--- src/rtl/flash_adc_seq_ctrl_pkg.sv ---
// flash_adc_seq_ctrl_pkg: shared FSM state type and datapath widths for the flash ADC sequencer.
package flash_adc_seq_ctrl_pkg;
   localparam int CODE_W  = 3;
   localparam int THERM_W = 8;
   typedef enum logic [2:0] {ST_IDLE, ST_SETTLE, ST_SAMPLE, ST_ACC, ST_HOLD} state_t;
endpackage

--- src/rtl/flash_adc_seq_ctrl_encoder.sv ---
// adc_therm_encoder: thermometer word -> index of highest set bit (0x00 -> 0), plus raw bubble detect.
// FLASH_ADC_BUBBLE_FIX_EN enables 3-tap majority correction before encoding.
module adc_therm_encoder
   import flash_adc_seq_ctrl_pkg::*;
(
   input  logic [THERM_W-1:0] i_raw,
   output logic [CODE_W-1:0]  o_code,
   output logic               o_bubble
);
   logic [THERM_W-1:0] w_fix;
`ifdef FLASH_ADC_BUBBLE_FIX_EN
   logic [THERM_W+1:0] w_ext;
   assign w_ext = {1'b0, i_raw, 1'b1};
   always_comb begin
      w_fix = '0;
      for (int i = 0; i < THERM_W; i++)
         w_fix[i] = (w_ext[i] & w_ext[i+1]) | (w_ext[i+1] & w_ext[i+2]) | (w_ext[i] & w_ext[i+2]);
   end
`else
   assign w_fix = i_raw;
`endif
   always_comb begin
      o_code = '0;
      for (int i = 0; i < THERM_W; i++)
         if (w_fix[i]) o_code = CODE_W'(i);
   end
   // a legal code has no set bit above a clear bit, so x & (x+1) is zero
   assign o_bubble = |(i_raw & (i_raw + THERM_W'(1)));
endmodule

--- src/rtl/flash_adc_seq_ctrl.sv ---
// flash_adc_seq_ctrl: settle/sample/average sequencer for a flash ADC with valid/ready output.
// Optional FLASH_ADC_BUBBLE_FIX_EN enables majority bubble correction in the encoder.
module flash_adc_seq_ctrl
   import flash_adc_seq_ctrl_pkg::*;
#(
   parameter int SETTLE_CYCLES = 4,
   parameter int AVG_LOG2      = 2
) (
   input  logic               clk,
   input  logic               rst,
   input  logic               start,
   input  logic               continuous,
   input  logic [THERM_W-1:0] therm_in,
   output logic               sample_en,
   output logic [CODE_W-1:0]  code_out,
   output logic               code_valid,
   input  logic               code_ready,
   output logic               busy,
   output logic               bubble_err
);
   localparam int N     = 1 << AVG_LOG2;
   localparam int ACC_W = CODE_W + AVG_LOG2;
   state_t              r_state, w_next;
   logic                r_start;
   logic [7:0]          r_settle_cnt;
   logic [4:0]          r_smp_cnt;
   logic [THERM_W-1:0]  r_smp;
   logic                r_smp_v;
   logic [ACC_W-1:0]    r_acc, w_sum;
   logic [CODE_W-1:0]   r_code, w_enc;
   logic                r_valid, r_bubble, w_bub, w_hs, w_enter;
   adc_therm_encoder u_enc (.i_raw(r_smp), .o_code(w_enc), .o_bubble(w_bub));
   assign w_hs    = r_valid & code_ready;
   assign w_sum   = r_acc + ACC_W'(w_enc);
   assign w_enter = (w_next == ST_SETTLE) && (r_state != ST_SETTLE);
   always_comb begin
      w_next = r_state;
      case (r_state)
         ST_IDLE:   w_next = r_start ? ST_SETTLE : ST_IDLE;
         ST_SETTLE: w_next = (r_settle_cnt == 8'(SETTLE_CYCLES - 1)) ? ST_SAMPLE : ST_SETTLE;
         ST_SAMPLE: w_next = (r_smp_cnt == 5'(N - 1)) ? ST_ACC : ST_SAMPLE;
         ST_ACC:    w_next = ST_HOLD;
         ST_HOLD:   w_next = w_hs ? (continuous ? ST_SETTLE : ST_IDLE) : ST_HOLD;
         default:   w_next = ST_IDLE;
      endcase
   end
   // start is captured only in IDLE, so requests while busy or at handshake are dropped
   always_ff @(posedge clk or posedge rst) begin
      if (rst) begin
         r_state      <= ST_IDLE;
         r_start      <= 1'b0;
         r_settle_cnt <= '0;
         r_smp_cnt    <= '0;
         r_smp        <= '0;
         r_smp_v      <= 1'b0;
         r_acc        <= '0;
         r_code       <= '0;
         r_valid      <= 1'b0;
         r_bubble     <= 1'b0;
      end else begin
         r_state      <= w_next;
         r_start      <= start & (r_state == ST_IDLE) & ~r_start;
         r_settle_cnt <= (r_state == ST_SETTLE) ? r_settle_cnt + 8'd1 : '0;
         r_smp_cnt    <= (r_state == ST_SAMPLE) ? r_smp_cnt + 5'd1 : '0;
         r_smp_v      <= (r_state == ST_SAMPLE);
         if (r_state == ST_SAMPLE) r_smp <= therm_in;
         if (w_enter) r_acc <= '0;
         else if (r_smp_v) r_acc <= w_sum;
         if (w_enter) r_bubble <= 1'b0;
         else if (r_smp_v & w_bub) r_bubble <= 1'b1;
         // the final sample is folded in here, on the same edge it reaches the accumulator
         if (r_state == ST_ACC) begin
            r_code  <= CODE_W'(w_sum >> AVG_LOG2);
            r_valid <= 1'b1;
         end else if (w_hs) r_valid <= 1'b0;
      end
   end
   assign sample_en  = (r_state == ST_SETTLE) || (r_state == ST_SAMPLE);
   assign busy       = (r_state != ST_IDLE);
   assign code_out   = r_code;
   assign code_valid = r_valid;
   assign bubble_err = r_bubble;
endmodule

--- config.mk ---
export PLATFORM = sky130hd
export DESIGN_NAME = flash_adc_seq_ctrl
export DESIGN_NICKNAME = d
export VERILOG_FILES = /design/src/rtl/flash_adc_seq_ctrl_pkg.sv /design/src/rtl/flash_adc_seq_ctrl_encoder.sv /design/src/rtl/flash_adc_seq_ctrl.sv
export SDC_FILE = /design/constraint.sdc
export NUM_CORES = 1
export LEC_CHECK = 0
export CORE_ASPECT_RATIO = 1.1
export CORE_MARGIN = 2
export CORE_UTILIZATION = 49
export DETAILED_ROUTE_END_ITERATION = 6
export PLACE_DENSITY_LB_ADDON = 0.05
export SYNTH_ARGS = -nofsm -noshare
export SYNTH_HDL_FRONTEND = slang
export SYNTH_SLANG_ARGS = --single-unit
--- constraint.sdc ---
create_clock -name clk -period 1.6 [get_ports clk]
set_input_delay 0.48 -clock clk [delete_from_list [all_inputs] [get_ports clk]]
set_output_delay 0.48 -clock clk [all_outputs]
set_load 0.1 [all_outputs]
# Word level (Yosys, flattened, before mapping)
# Cells that the tools add are included.
[totals]
wordCells = 57
out_inout_bits = 7
inputBits = 13
reg_bits = 36
[op_classes]
addsub = 4
muxes = 21
n_bitwise = 6
n_eq_ne = 8
reduce_logical = 8
[ops]
columns = ["cell", "n"]
rows = [
  ["$add A8 B1 Y8 const B", 2],
  ["$mux W3", 5],
  ["$mux W5", 3],
  ["$pmux W3 S5", 1],
  ["$and A8 B8 Y8", 1],
  ["$eq A8 B2 Y1 const B", 1],
  ["$mux W1", 8],
  ["$mux W8", 1],
  ["$reduce_or A8 Y1", 1],
  ["$eq A3 B1 Y1 const B", 2],
  ["$eq A3 B2 Y1 const B", 2],
  ["$mux W2", 3],
  ["$reduce_bool A2 Y1", 3],
  ["$add A5 B1 Y5 const B", 1],
  ["$add A5 B3 Y5", 1],
  ["$eq A5 B2 Y1 const B", 1],
  ["$and A1 B1 Y1", 4],
  ["$eq A3 B3 Y1 const B", 1],
  ["$logic_not A3 Y1", 1],
  ["$ne A3 B1 Y1 const B", 1],
  ["$reduce_bool A3 Y1", 1],
  ["$logic_and A1 B1 Y1", 1],
  ["$logic_or A1 B1 Y1", 1],
  ["$not A1 Y1", 1],
]

# Longest topological paths before layout
[logic_depth]
ltp_word = 10
ltp_mapped = 10
mapped_depth_nobuf = 10

# Cells and area by module
# From an unflattened synthesis, not the netlist that was laid out.
[unflattened]
hier_cells = 175
area_unflattened_um2 = 1724.2
[modules_own_cells]
columns = ["mod", "instances", "cells_per_inst", "seq_area_each_um2", "area_each_um2"]
rows = [
  ["flash_adc_seq_ctrl", 1, 159, 900.9, 1631.6],
  ["adc_therm_encoder", 1, 16, 0.0, 92.6],
]

# Least setup slack after synthesis
# OpenSTA, ideal clock, no wires.
[synth_path]
path_kind = "register to output"
startpoint = "register r_state[2]"
endpoint = "output port sample_en"
required_ns = 1.120
path_buffers = 1
stages_incl_launch_ff = 4
t_arrival_ns = 1.616
path_slack_ns = -0.496
cell_sequence = "dfrtp_1 -> or3b_1 -> buf_6 -> nand2_1"
[synth_between]
elab_chain_cells = 2
elab_cells_between_ends = 3
cone_classes = "eq/ne: 2; reduce/logical: 1"
[synth_lines]
columns = ["element", "line_no", "rtl"]
rows = [
  ["from (decl)", "flash_adc_seq_ctrl.sv:23", "state_t r_state, w_next;"],
  ["from (signal assigned)", "flash_adc_seq_ctrl.sv:61", "r_state <= w_next;"],
  ["$eq A3 B1 Y1 or $eq A3 B2 Y1 (tied branches)", "flash_adc_seq_ctrl.sv:78", "assign sample_en = (r_state == ST_SETTLE) || (r_state == ST_SAMPLE);"],
  ["$logic_or A1 B1 Y1 *", "flash_adc_seq_ctrl.sv:78", ""],
  ["to (decl)", "flash_adc_seq_ctrl.sv:14", "output logic sample_en,"],
]
# Every way passes the cells marked *; elsewhere a longest branch is shown, timed or not.

# Final worst setup path
[layout_path]
startpoint = "register r_smp[2]"
endpoint = "register r_acc[4]"
[layout_between]
elab_chain_cells = 9
[layout_lines]
columns = ["element", "line_no", "rtl"]
rows = [
  ["from (decl)", "flash_adc_seq_ctrl.sv:27", "logic [THERM_W-1:0] r_smp;"],
  ["from (signal assigned)", "flash_adc_seq_ctrl.sv:66", "if (r_state == ST_SAMPLE) r_smp <= therm_in;"],
  ["$mux W2 (2 in series)", "flash_adc_seq_ctrl_encoder.sv:25", "if (w_fix[i]) o_code = CODE_W'(i);"],
  ["$mux W3 (4 in series)", "flash_adc_seq_ctrl_encoder.sv:25", ""],
  ["$add A5 B3 Y5", "flash_adc_seq_ctrl.sv:34", "assign w_sum = r_acc + ACC_W'(w_enc);"],
  ["$mux W5", "flash_adc_seq_ctrl.sv:68", "else if (r_smp_v) r_acc <= w_sum;"],
  ["$mux W5", "flash_adc_seq_ctrl.sv:67", "if (w_enter) r_acc <= '0;"],
  ["to (signal assigned)", "flash_adc_seq_ctrl.sv:68", ""],
  ["to (decl)", "flash_adc_seq_ctrl.sv:29", "logic [ACC_W-1:0] r_acc, w_sum;"],
]
# Every way passes these cells. The select of a mux whose other input is x is not followed.
# A chain may end at the register's enable or synchronous reset.

==> report_table.html <==
<table>
<tr><th>Metric</th><th>Value</th></tr>
<tr><th colspan="2">Run status</th></tr>
<tr><td>Outcome</td><td>complete, but fails checks</td></tr>
<tr><td>Violated checks</td><td>setup timing</td></tr>
<tr><th colspan="2">Place</th></tr>
<tr><td>Post-detail-place hpwl</td><td>2340 um</td></tr>
<tr><td>Buffers on Ports</td><td>19</td></tr>
<tr><td>Weighted congestion reported at the end of routability-driven placement</td><td>0.801</td></tr>
<tr><td>Placed Instances</td><td>244</td></tr>
<tr><th colspan="2">Timing</th></tr>
<tr><td>Final min period</td><td>1.92 ns</td></tr>
<tr><td>Setup ws final</td><td>-0.317 ns</td></tr>
<tr><td>Final clock period utilization by the worst path</td><td>120%</td></tr>
<tr><td>Maximum clock skew at final layout</td><td>0.00860 ns</td></tr>
<tr><td>Final hold violations</td><td>0</td></tr>
<tr><td>Final count of pins violating max slew</td><td>0</td></tr>
<tr><td>Remaining max-slew budget at the tightest pin</td><td>77.0%</td></tr>
<tr><td>Final hold slack</td><td>0.466 ns</td></tr>
<tr><td>Setup TNS</td><td>-2.10 ns</td></tr>
<tr><td>Final setup fails</td><td>9</td></tr>
<tr><td>Unrepaired setup endpoints after global routing</td><td>true</td></tr>
<tr><td>Worst slew pin tran</td><td>0.346 ns</td></tr>
<tr><td>Achievable frequency</td><td>522 MHz</td></tr>
<tr><th colspan="2">Run</th></tr>
<tr><td>Max-Cap Viols</td><td>0</td></tr>
<tr><th colspan="2">Clock tree</th></tr>
<tr><td>CTS hold repair buffers</td><td>0</td></tr>
<tr><td>Buffers from clock root to sink, at most</td><td>2</td></tr>
<tr><td>Maximum level of the CTS H-tree</td><td>2</td></tr>
<tr><td>CTS tree</td><td>built</td></tr>
<tr><td>Number of sinks driven by the clock tree</td><td>36</td></tr>
<tr><td>Clock transition at the registers of the reported paths</td><td>0.10 ns</td></tr>
<tr><td>Clock root buffer</td><td>sky130_fd_sc_hd__clkbuf_4</td></tr>
<tr><td>Total CTS buffers</td><td>5</td></tr>
<tr><td>Later-pin clock latency in the skew report</td><td>0.35 ns</td></tr>
<tr><th colspan="2">Final layout</th></tr>
<tr><td>Antenna diode count</td><td>0</td></tr>
<tr><td>Area growth from synthesis to final layout</td><td>36.4%</td></tr>
<tr><td>Post-route non-filler standard cell count</td><td>255</td></tr>
<tr><td>Fillers</td><td>285</td></tr>
<tr><td>Share of post-route cells with drive strength above 1</td><td>30.9%</td></tr>
<tr><td>Total Nets Final</td><td>225</td></tr>
<tr><th colspan="2">Logic synthesis</th></tr>
<tr><td>Xor and xnor fraction of the mapped netlist area</td><td>7.07%</td></tr>
<tr><td>Post-synthesis share of cell area spent on full adders, half adders and majority gates</td><td>4.76%</td></tr>
<tr><td>Number of enable-type register cells in the synthesized netlist</td><td>0</td></tr>
<tr><td>Ys Warns</td><td>0</td></tr>
<tr><td>Fraction of synthesized area in multiplexers</td><td>6.34%</td></tr>
<tr><td>Mapped Nets</td><td>181</td></tr>
<tr><td>Ys async rst share</td><td>100%</td></tr>
<tr><td>Post-synthesis compound-gate area fraction</td><td>8.07%</td></tr>
<tr><td>Syn avg cell area</td><td>10.7 um2</td></tr>
<tr><td>Most used DFF post-synth</td><td>sky130_fd_sc_hd__dfrtp_1</td></tr>
<tr><td>Seq/Total Area, Yosys</td><td>51.9%</td></tr>
<tr><td>Syn Inst Count</td><td>162</td></tr>
<tr><td>Summed instance area of the synthesized netlist</td><td>0.00174 mm2</td></tr>
<tr><td>Main combinational cell family by area after synthesis</td><td>simple AND/OR/NAND/NOR gates</td></tr>
<tr><td>Simple-Gate Fraction of Synth Area</td><td>18.5%</td></tr>
<tr><td>Flops &amp; latches, synth</td><td>36</td></tr>
<tr><td>Synth unique cells</td><td>39</td></tr>
<tr><th colspan="2">Floorplan</th></tr>
<tr><td>Num ports</td><td>20</td></tr>
<tr><td>Core area</td><td>0.00336 mm2</td></tr>
<tr><td>Die Outline Area</td><td>0.00403 mm2</td></tr>
<tr><td>Row count</td><td>22</td></tr>
<tr><td>Die H</td><td>66.4 um</td></tr>
<tr><td>Horizontal extent of the die</td><td>60.7 um</td></tr>
<tr><td>Starting Density</td><td>51.7%</td></tr>
<tr><th colspan="2">Pwr</th></tr>
<tr><td>Cell-internal power</td><td>2.76 mW</td></tr>
<tr><td>Sequential group share of total power</td><td>31.1%</td></tr>
<tr><td>Clock share of power</td><td>10.6%</td></tr>
<tr><td>Worst IR drop on VDD</td><td>0.925 mV</td></tr>
<tr><td>Share of total power in combinational logic</td><td>58.3%</td></tr>
<tr><td>Leak</td><td>1.09 nW</td></tr>
<tr><td>Switching share of total power</td><td>43.5%</td></tr>
<tr><td>Psw</td><td>2.12 mW</td></tr>
<tr><td>Power per Cell Area</td><td>2060 mW/mm2</td></tr>
<tr><th colspan="2">Drt</th></tr>
<tr><td>Post-detailed-route DRC marker count</td><td>0</td></tr>
<tr><td>Detailed-route wire length</td><td>3350 um</td></tr>
<tr><td>Starting DRT DRC Count</td><td>116</td></tr>
<tr><td>Vias/cell</td><td>5.05</td></tr>
<tr><td>Residual antenna-violating net count after detailed routing</td><td>0</td></tr>
<tr><td>Via count</td><td>1,287</td></tr>
<tr><td>Initial DRT Pass Iterations</td><td>4</td></tr>
<tr><td>Routed length per placed instance</td><td>13.1 um</td></tr>
<tr><th colspan="2">Critical path</th></tr>
<tr><td>Type of destination of the critical path</td><td>flip-flop</td></tr>
<tr><td>Max Fanout on Critical Path</td><td>3</td></tr>
<tr><td>WP data arrival</td><td>2.15 ns</td></tr>
<tr><td>Worst setup path category</td><td>reg2reg</td></tr>
<tr><td>Required time worst endpoint</td><td>1.83 ns</td></tr>
<tr><td>Nature of the critical path startpoint</td><td>flip-flop</td></tr>
<tr><th colspan="2">Global routing</th></tr>
<tr><td>Total grt overflow</td><td>0</td></tr>
<tr><td>Pin count of the biggest net entering global routing</td><td>37</td></tr>
<tr><td>First-pass GRT wire length</td><td>5810 um</td></tr>
<tr><td>Number of global-route vias before repair</td><td>1,301</td></tr>
<tr><td>Total routing usage reported by global routing</td><td>19.8%</td></tr>
<tr><td>Initial antenna violation count</td><td>0</td></tr>
<tr><th colspan="2">Min path</th></tr>
<tr><td>Worst hold-check path type</td><td>in2async</td></tr>
</table>
-- path summary, 6_finish.rpt --
| check | startpoint | cells after the start | slack [ns] | endpoint |
|---|---|---|---|---|
| hold reg to reg | r_smp_cnt[0] | 1 | 0.47 | r_smp_cnt[0] |
| setup / recovery | r_smp[2] | 10 | -0.32 | r_acc[4] |
| max in group asynchronous | rst | 3 | 0.93 | r_smp[4] |
| setup reg to reg | r_smp[2] | 10 | -0.32 | r_acc[4] |
| hold / removal | rst | 3 | 0.47 | r_state[0] |
| min in group clk | r_smp_cnt[0] | 1 | 0.47 | r_smp_cnt[0] |
-- sequential cells by signal (all words and copies together), names as in the netlist --
name          cells
bubble_err        1
code_out          3
code_valid        1
r_acc             5
r_settle_cnt      8
r_smp             8
r_smp_cnt         5
r_smp_v           1
r_start           1
r_state           3
-- synthesized netlist by cell type, types with 2 or more instances --
master	n	area (um2)
sky130_fd_sc_hd__a21oi_1	4	20.0
sky130_fd_sc_hd__and2_1	2	12.5
sky130_fd_sc_hd__nand2_1	11	41.3
sky130_fd_sc_hd__xor2_1	9	78.8
sky130_fd_sc_hd__and3_1	3	18.8
sky130_fd_sc_hd__mux2_2	4	45.0
sky130_fd_sc_hd__nand4_1	2	12.5
sky130_fd_sc_hd__mux2i_1	2	20.0
sky130_fd_sc_hd__inv_1	6	22.5
sky130_fd_sc_hd__nor2b_1	3	18.8
sky130_fd_sc_hd__nor2_1	22	82.6
sky130_fd_sc_hd__nor3_1	3	15.0
sky130_fd_sc_hd__a211oi_1	2	15.0
sky130_fd_sc_hd__nor4_1	2	12.5
sky130_fd_sc_hd__buf_6	2	22.5
sky130_fd_sc_hd__dfrtp_1	36	901
sky130_fd_sc_hd__ha_1	5	62.6
sky130_fd_sc_hd__nand2b_1	3	18.8
sky130_fd_sc_hd__o21ai_0	7	35.0
sky130_fd_sc_hd__mux2_4	3	45.0
sky130_fd_sc_hd__a21o_1	2	15.0
sky130_fd_sc_hd__xnor2_1	5	43.8
sky130_fd_sc_hd__nand3_1	8	40.0
-- power by group through the flow --
stage / combinational (mW) / sequential [mW] / clock (mW)
floorplan: 1.25 / 1.80 / 0
global placement: 2.50 / 1.46 / 0
detailed placement: 2.53 / 1.48 / 0
CTS: 2.81 / 1.51 / 0.530
global route: 3.05 / 1.55 / 0.583
finish: 2.84 / 1.52 / 0.515
-- placed cells by master, fill, tap and decap left out, drive strengths merged, types with 2 or more instances in the layout --
| master | count |
|---|---|
| a211oi | 2 |
| a21o | 2 |
| a21oi | 4 |
| and2 | 2 |
| and3 | 3 |
| buf | 29 |
| clkbuf | 8 |
| clkdlybuf4s50 | 12 |
| dfrtp | 36 |
| ha | 5 |
| inv | 6 |
| mux2 | 7 |
| mux2i | 2 |
| nand2 | 12 |
| nand2b | 3 |
| nand3 | 8 |
| nand4 | 2 |
| nor2 | 23 |
| nor2b | 3 |
| nor3 | 3 |
| nor4 | 2 |
| o21ai | 8 |
| xnor2 | 5 |
| xor2 | 9 |
-- logic make-up after synthesis --
group / after synthesis
flops: 36
mux: 9
xor+xnor: 14
fa+ha+maj: 6
simple gates: 65
buf+inv: 10
compound gates: 22
-- worst max-delay path: stages (launching register included) --
cell and delay (ns):
sky130_fd_sc_hd__dfrtp_1 0.39, sky130_fd_sc_hd__nand2b_4 0.14, sky130_fd_sc_hd__a21oi_2 0.05, sky130_fd_sc_hd__nor2_1 0.09, sky130_fd_sc_hd__o21bai_1 0.07, sky130_fd_sc_hd__ha_2 0.19
sky130_fd_sc_hd__fa_2 0.37, sky130_fd_sc_hd__a21o_1 0.18, sky130_fd_sc_hd__nand3_1 0.09, sky130_fd_sc_hd__xor2_1 0.16, sky130_fd_sc_hd__nor2_1 0.06
-- area by class of cell --
type	count	area (um2)	share of cell area, %
Timing Repair Buffer	41	442	18.7
Tap cell	48	60.1	2.54
Sequential cell	36	903	38.2
Inverter	6	22.5	0.951
Clock buffer	8	58.8	2.48
Multi-Input combinational cell	116	881	37.2
-- stage by stage --
stage,util (%),total power [mW],area [um2],setup slack (ns)
floorplan,-,3.05,1750,-0.134
global placement,65.4,3.96,2190,-0.175
detailed placement,65.4,4.00,2190,-0.254
CTS,70.1,4.85,2350,-0.320
global route,70.5,5.19,2370,-0.378
finish,70.5,4.88,2370,-0.317
-- routing by layer --
metal	share of wire (%)	wire length [um]	global-route usage (%)
met1	45	1520	25.7
met2	49	1630	30.9
met3	3.8	127	4.11
met4	2.2	73	10.1
met5	0	0	0
-- what timing repair did --
| item | 4_1_cts | 5_1_grt |
|---|---|---|
| gates resized for setup | 19 | 2 |
| pin swaps | 10 | 4 |
| setup buffers | 2 | 1 |
| endpoints found under the setup margin | 9 | 9 |
Note: power is estimated with default switching activity, not from simulation.
